===== config.mk =====
export PLATFORM = sky130hd
export DESIGN_NAME = dsm_word_serializer
export DESIGN_NICKNAME = d
export VERILOG_FILES = /design/src/rtl/dsm_word_serializer.sv
export SDC_FILE = /design/constraint.sdc
export NUM_CORES = 1
export LEC_CHECK = 0
export CORE_MARGIN = 8
export CORE_UTILIZATION = 52
export CTS_BUF_LIST = sky130_fd_sc_hd__clkbuf_2 sky130_fd_sc_hd__clkbuf_4 sky130_fd_sc_hd__clkbuf_8
export CTS_CLUSTER_DIAMETER = 60
export DETAILED_ROUTE_END_ITERATION = 8
export PLACE_DENSITY = 0.81
export SLEW_MARGIN = 40
export SYNTH_ARGS = -nofsm -noshare
export SYNTH_HDL_FRONTEND = slang
export SYNTH_SLANG_ARGS = --single-unit

===== constraint.sdc =====
create_clock -name clk -period 2 [get_ports clk]
set_clock_uncertainty 0.2 [all_clocks]
set_input_delay 0.4 -clock clk [delete_from_list [all_inputs] [get_ports clk]]
set_output_delay 0.4 -clock clk [all_outputs]
set_load 0.02 [all_outputs]

===== src/rtl/dsm_word_serializer.sv =====
// Serial loader for the DSM fractional word: start/busy/done handshake in, en/sclk/sdata out, MSB first.
// Optional build macro DSM_SER_SWEEP_EN adds an on-chip linear sweep of the word from -2^(WIDTH-2) upward.
module dsm_word_serializer #(
   parameter int WIDTH     = 9,
   parameter int QTR_CYC   = 1,
   parameter int SETUP_CYC = 2,
   parameter int GAP_CYC   = 8
) (
   input  logic             clk,
   input  logic             rst,
   input  logic [WIDTH-1:0] data_in,
   input  logic             start,
`ifdef DSM_SER_SWEEP_EN
   input  logic             sweep_go,
   input  logic [7:0]       sweep_step,
   input  logic [15:0]      sweep_hold,
   output logic             sweep_active,
`endif
   output logic             busy,
   output logic             done,
   output logic             en,
   output logic             sclk,
   output logic             sdata
);

   localparam int HI_CYC  = 2 * QTR_CYC;
   localparam int MAX_A   = (SETUP_CYC > HI_CYC) ? SETUP_CYC : HI_CYC;
   localparam int CNT_MAX = ((MAX_A > GAP_CYC) ? MAX_A : GAP_CYC) - 1;
   localparam int CNT_W   = (CNT_MAX < 1) ? 1 : $clog2(CNT_MAX + 1);
   localparam int BIT_W   = (WIDTH < 2) ? 1 : $clog2(WIDTH);

   typedef enum logic [2:0] {IDLE, SETUP, LEAD, HIGH, TAIL, GAP} state_t;

   state_t             state, state_nxt;
   logic [CNT_W-1:0]   cnt, cnt_nxt;
   logic [BIT_W-1:0]   bit_cnt, bit_nxt;
   logic [WIDTH-1:0]   shreg, shreg_nxt;
   logic               busy_nxt, done_nxt, en_nxt, sclk_nxt, sdata_nxt;
   logic               go;
   logic [WIDTH-1:0]   load_word;

`ifdef DSM_SER_SWEEP_EN
   localparam int SW = WIDTH + 9;
   localparam logic signed [SW-1:0] SW_MIN = SW'(-(2 ** (WIDTH - 2)));
   localparam logic signed [SW-1:0] SW_MAX = SW'((2 ** (WIDTH - 2)) - 1);

   logic signed [SW-1:0] sw_word, sw_next;
   logic                 sw_wait, sw_go;
   logic [15:0]          hold_cnt;

   assign sw_next   = sw_word + signed'(SW'(sweep_step));
   assign sw_go     = sweep_active && sw_wait && (hold_cnt == '0) && (state == IDLE);
   assign go        = sweep_active ? sw_go : start;
   assign load_word = sweep_active ? sw_word[WIDTH-1:0] : data_in;

   // sw_wait marks "word ready, waiting to launch"; done is only consumed once that launch happened
   always_ff @(posedge clk) begin
      if (rst) begin
         sweep_active <= 1'b0;
         sw_wait      <= 1'b0;
         hold_cnt     <= '0;
         sw_word      <= '0;
      end else if (!sweep_active) begin
         if (sweep_go && state == IDLE) begin
            sweep_active <= 1'b1;
            sw_word      <= SW_MIN;
            sw_wait      <= 1'b1;
            hold_cnt     <= '0;
         end
      end else if (sw_go) begin
         sw_wait <= 1'b0;
      end else if (done && !sw_wait) begin
         if (sw_next > SW_MAX) begin
            sweep_active <= 1'b0;
         end else begin
            sw_word  <= sw_next;
            sw_wait  <= 1'b1;
            hold_cnt <= sweep_hold;
         end
      end else if (sw_wait && hold_cnt != '0) begin
         hold_cnt <= hold_cnt - 16'd1;
      end
   end
`else
   assign go        = start;
   assign load_word = data_in;
`endif

   always_ff @(posedge clk) begin
      if (rst) begin
         state   <= IDLE;
         cnt     <= '0;
         bit_cnt <= '0;
         shreg   <= '0;
         busy    <= 1'b0;
         done    <= 1'b0;
         en      <= 1'b0;
         sclk    <= 1'b0;
         sdata   <= 1'b0;
      end else begin
         state   <= state_nxt;
         cnt     <= cnt_nxt;
         bit_cnt <= bit_nxt;
         shreg   <= shreg_nxt;
         busy    <= busy_nxt;
         done    <= done_nxt;
         en      <= en_nxt;
         sclk    <= sclk_nxt;
         sdata   <= sdata_nxt;
      end
   end

   // outputs are computed for the state being entered so every pin comes straight from a flop
   always_comb begin
      state_nxt = state;
      cnt_nxt   = cnt;
      bit_nxt   = bit_cnt;
      shreg_nxt = shreg;
      busy_nxt  = busy;
      done_nxt  = 1'b0;
      en_nxt    = en;
      sclk_nxt  = sclk;
      sdata_nxt = sdata;
      case (state)
         IDLE: begin
            busy_nxt  = 1'b0;
            en_nxt    = 1'b0;
            sclk_nxt  = 1'b0;
            sdata_nxt = 1'b0;
            if (go) begin
               state_nxt = SETUP;
               shreg_nxt = load_word;
               bit_nxt   = BIT_W'(WIDTH - 1);
               cnt_nxt   = CNT_W'(SETUP_CYC - 1);
               busy_nxt  = 1'b1;
               en_nxt    = 1'b1;
            end
         end
         SETUP: begin
            if (cnt == '0) begin
               state_nxt = LEAD;
               cnt_nxt   = CNT_W'(QTR_CYC - 1);
               sdata_nxt = shreg[WIDTH-1];
            end else begin
               cnt_nxt = cnt - 1'b1;
            end
         end
         LEAD: begin
            if (cnt == '0) begin
               state_nxt = HIGH;
               cnt_nxt   = CNT_W'(HI_CYC - 1);
               sclk_nxt  = 1'b1;
            end else begin
               cnt_nxt = cnt - 1'b1;
            end
         end
         HIGH: begin
            if (cnt == '0) begin
               state_nxt = TAIL;
               cnt_nxt   = CNT_W'(QTR_CYC - 1);
               sclk_nxt  = 1'b0;
            end else begin
               cnt_nxt = cnt - 1'b1;
            end
         end
         TAIL: begin
            if (cnt != '0) begin
               cnt_nxt = cnt - 1'b1;
            end else if (bit_cnt != '0) begin
               state_nxt = LEAD;
               cnt_nxt   = CNT_W'(QTR_CYC - 1);
               shreg_nxt = shreg << 1;
               bit_nxt   = bit_cnt - 1'b1;
               sdata_nxt = shreg[WIDTH-2];
            end else begin
               state_nxt = GAP;
               cnt_nxt   = CNT_W'(GAP_CYC - 1);
               en_nxt    = 1'b0;
               sdata_nxt = 1'b0;
            end
         end
         GAP: begin
            if (cnt == '0) begin
               state_nxt = IDLE;
               busy_nxt  = 1'b0;
               done_nxt  = 1'b1;
            end else begin
               cnt_nxt = cnt - 1'b1;
            end
         end
         default: begin
            state_nxt = IDLE;
            busy_nxt  = 1'b0;
            en_nxt    = 1'b0;
            sclk_nxt  = 1'b0;
            sdata_nxt = 1'b0;
         end
      endcase
   end

endmodule


==> results of run 1 <==
==> critical path: stages, from the launching register on <==
cell	delay (ns)
dfxtp_1	0.34
inv_1	0.11
ha_4	0.15
or3b_4	0.39
a221o_1	0.36
a211o_1	0.26
a21oi_2	0.13
==> report_power, final <==
| part | internal [mW] | total, mW | switching [mW] |
|---|---|---|---|
| clock network | 0.203 | 0.363 | 0.161 |
| logic | 0.908 | 1.83 | 0.926 |
| registers | 0.629 | 0.789 | 0.161 |
==> metal layers <==
metal / global-route usage / share of wire / vias to the layer above
met5: 0 / 0 / -
met4: 0.0376 / 0.0098 / 0
met3: 0.0291 / 0.043 / 4
met2: 0.272 / 0.51 / 33
met1: 0.176 / 0.44 / 649
li1: - / - / 643
==> placed cells by master, fill, tap and decap left out, drive strengths merged, types with 2 or more instances in the layout <==
cell	Yosys	routed
nand2b	5	5
nand2	10	10
o21ai	4	4
a21oi	10	10
inv	5	5
a31oi	3	3
o22a	3	3
nor3b	4	4
or3	4	4
or3b	2	2
clkdlybuf4s50	0	16
nor3	4	4
clkbuf	5	3
mux2i	11	11
buf	10	19
nand4b	4	4
dfxtp	24	24
ha	4	4
a211oi	10	10
nand3b	2	2
nor2b	4	4
a41o	2	2
nand3	4	4
nor2	15	15
==> cell families (layout without fill, tap and decap cells) <==
logic type / count (synthesis) / after routing / share of synthesized area
buffers and inverters: 20 / 44 / 0.0798
muxes: 11 / 11 / 0.0755
AOI/OAI and AO/OA: 41 / 41 / 0.223
DFF: 24 / 24 / 0.330
adders and majority gates: 4 / 4 / 0.0343
and+or+nand+nor: 64 / 64 / 0.258
==> area by class of cell <==
class / count / area (um2)
multi-input cells: 120 / 898
fillers: 225 / 892
flip-flops and latches: 24 / 482
repair buffers: 35 / 328
well taps: 31 / 38.8
clock inverters: 1 / 30.0
clock buffers: 3 / 22.5
inverters: 5 / 18.8
==> registers in the layout, indices dropped and copies added (netlist names) <==
register and count:
done 1, busy 1, shreg 9, en 1, sdata 1, sclk 1, cnt 3, bit_cnt 4
state 3
==> stage by stage <==
| stage | instances | hold WS (ns) | setup TNS [ns] | util |
|---|---|---|---|---|
| 3_5_place_dp | 215 | 0.250 | -0.138 | 0.637 |
| 2_1_floorplan | 164 | 0.232 | 0 | - |
| 6_report | 219 | 0.276 | 0 | 0.671 |
| 5_1_grt | 219 | 0.307 | -0.0827 | 0.671 |
| 4_1_cts | 219 | 0.270 | 0 | 0.658 |
| 3_3_place_gp | 215 | 0.244 | -0.0215 | 0.637 |
==> worst paths after layout <==
check	cells after the start	end	from
worst max register to register	6	sdata	cnt[1]
worst max-delay path	6	sdata	cnt[1]
worst min register to register	2	sdata	sdata
worst min-delay path	2	sdata	sdata
==> what timing repair did <==
action                                 CTS  global route
buffers inserted                         0             0
setup endpoints to repair                1            10
endpoints found under the hold margin    0             0
gates resized for setup                  2            10
pin swaps                                1             1
==> results.cfg, run 1 <==
[power_and_ir_drop]
power_density_nw_per_um2 = 1640
worst_ir_drop_vdd_v = 0.000999
finalPower_mw = 2.99
leakage_nw = 0.658

[worst_setup_path]
cp_max_fo = 4
startpoint_type = flip-flop
r2r_setup_slack_ns = 0.008
worstSetupPathType = reg2reg
required_ns = 2.06
cp_data_arrival_time_ns = 2.06
crit_path_end_kind = flip-flop

[drt]
drc = 0
wl_per_cell_um = 15.8
routed_wl_um = 3460
viasPerCell = 6.07
drtIter0Drc = 66
vias = 1329
drtPass1Iterations = 4
ant_nets = 0

[cells_and_area]
fin_nets = 205
syn_to_final_growth_pct = 24.7
final_area_um2 = 1820
antenna_cells = 0
final_layout_size_suffix_gt1_frac = 0.229

[clock_network]
clockBufferDepth = 2
cts_tree = yes
cts-buffers-inserted = 3
clock_latency_ns = 0.32
h-tree-depth = 1
cts_root_buf = clkbuf_4
holdBufCountCts = 0
clock-sinks = 24
path_clk_slew_ns = 0.14

[synthesis]
synth.largest_area_cell = dfxtp_1
syn_inst = 164
yosys-top-cells-area = dfxtp_1 (33%), mux2i_1 (7.6%), a211oi_2 (6.9%)
synth_cell_types = 44
synth-edff-count = 0
yosysWarnings = 0
netlist_area_um2 = 1460
synth.avg_cell_area_um2 = 8.89
ys_ff_latch = 24
yosys.area.top_type_share = 0.330
yosysMostFrequentCell = dfxtp_1
syn_nets = 180
synth.yosys.seq_area_share = 0.330
synth.top_cells.by_count = dfxtp_1 (24), nor2_1 (15), mux2i_1 (11)
synth_flop_cell = dfxtp_1
synth_async_sr_flop_share = 0

[floorplan]
dieArea_um2 = 4750
io_pins = 17
fp.dieW_um = 68.9
initial_core_util = 0.538
die_h_um = 68.9
rows = 19
design.core.area_um2 = 2710

[timing]
hold_viol_final = 0
finalMaxSlewViolations = 0
period_needed_ns = 1.99
setup_viol = 0
worst_slack_ns = 0.00759
fmax_ghz = 0.502
slew_headroom = 0.661
worstMarginPinSlew_ns = 0.508
rsz0062_at_grt = true
finalCritPeriodShare = 0.996

[run_status]
status = complete, no violations

[global_route]
grt_first_pass_wirelength_um = 5780
grt_max_degree = 29
grt_remaining_overflow = 0
grt_pass1_vias = 1287
antenna_found_initial = 0
track_usage = 0.150

[placed_design]
place_hpwl_um = 2470
globalplace.congestion = 0.841
pre_cts_ws_ns = -0.0422
io_buffers = 16
placed_cell_area_um2 = 1730

[worst_hold_path]
hold_class = reg2reg

[flow_run]
drv_cap = 0
(Power assumes the default switching activity.)
==> inputs of run 2 (changes only) <==
==> constraint.sdc (replaced) <==
create_clock -name clk -period 2 [get_ports clk]
set_clock_uncertainty 0.2 [all_clocks]
set_input_delay 0.4 -clock clk [delete_from_list [all_inputs] [get_ports clk]]
set_output_delay 0.4 -clock clk [all_outputs]
set_load 0.005 [all_outputs]
==> results of run 2 <==
Same layout as run 1 (identical final DEF). Status: complete, no violations.
Among the figures that moved: total power 2.99 mW -> 2.96 mW; worst IR drop on VDD 0.000999 V -> 0.000992 V
==> inputs of run 3 (changes only) <==
--- a/config.mk
+++ b/config.mk
@@ -8,7 +8,7 @@
 export CORE_MARGIN = 8
 export CORE_UTILIZATION = 52
 export CTS_BUF_LIST = sky130_fd_sc_hd__clkbuf_2 sky130_fd_sc_hd__clkbuf_4 sky130_fd_sc_hd__clkbuf_8
-export CTS_CLUSTER_DIAMETER = 60
+export CTS_CLUSTER_SIZE = 25
 export DETAILED_ROUTE_END_ITERATION = 8
 export PLACE_DENSITY = 0.81
 export SLEW_MARGIN = 40
==> results of run 3 <==
Same layout as run 1 (identical final DEF). Status: complete, no violations.
Among the figures that moved: total power 2.99 mW -> 2.96 mW; worst IR drop on VDD 0.000999 V -> 0.000992 V
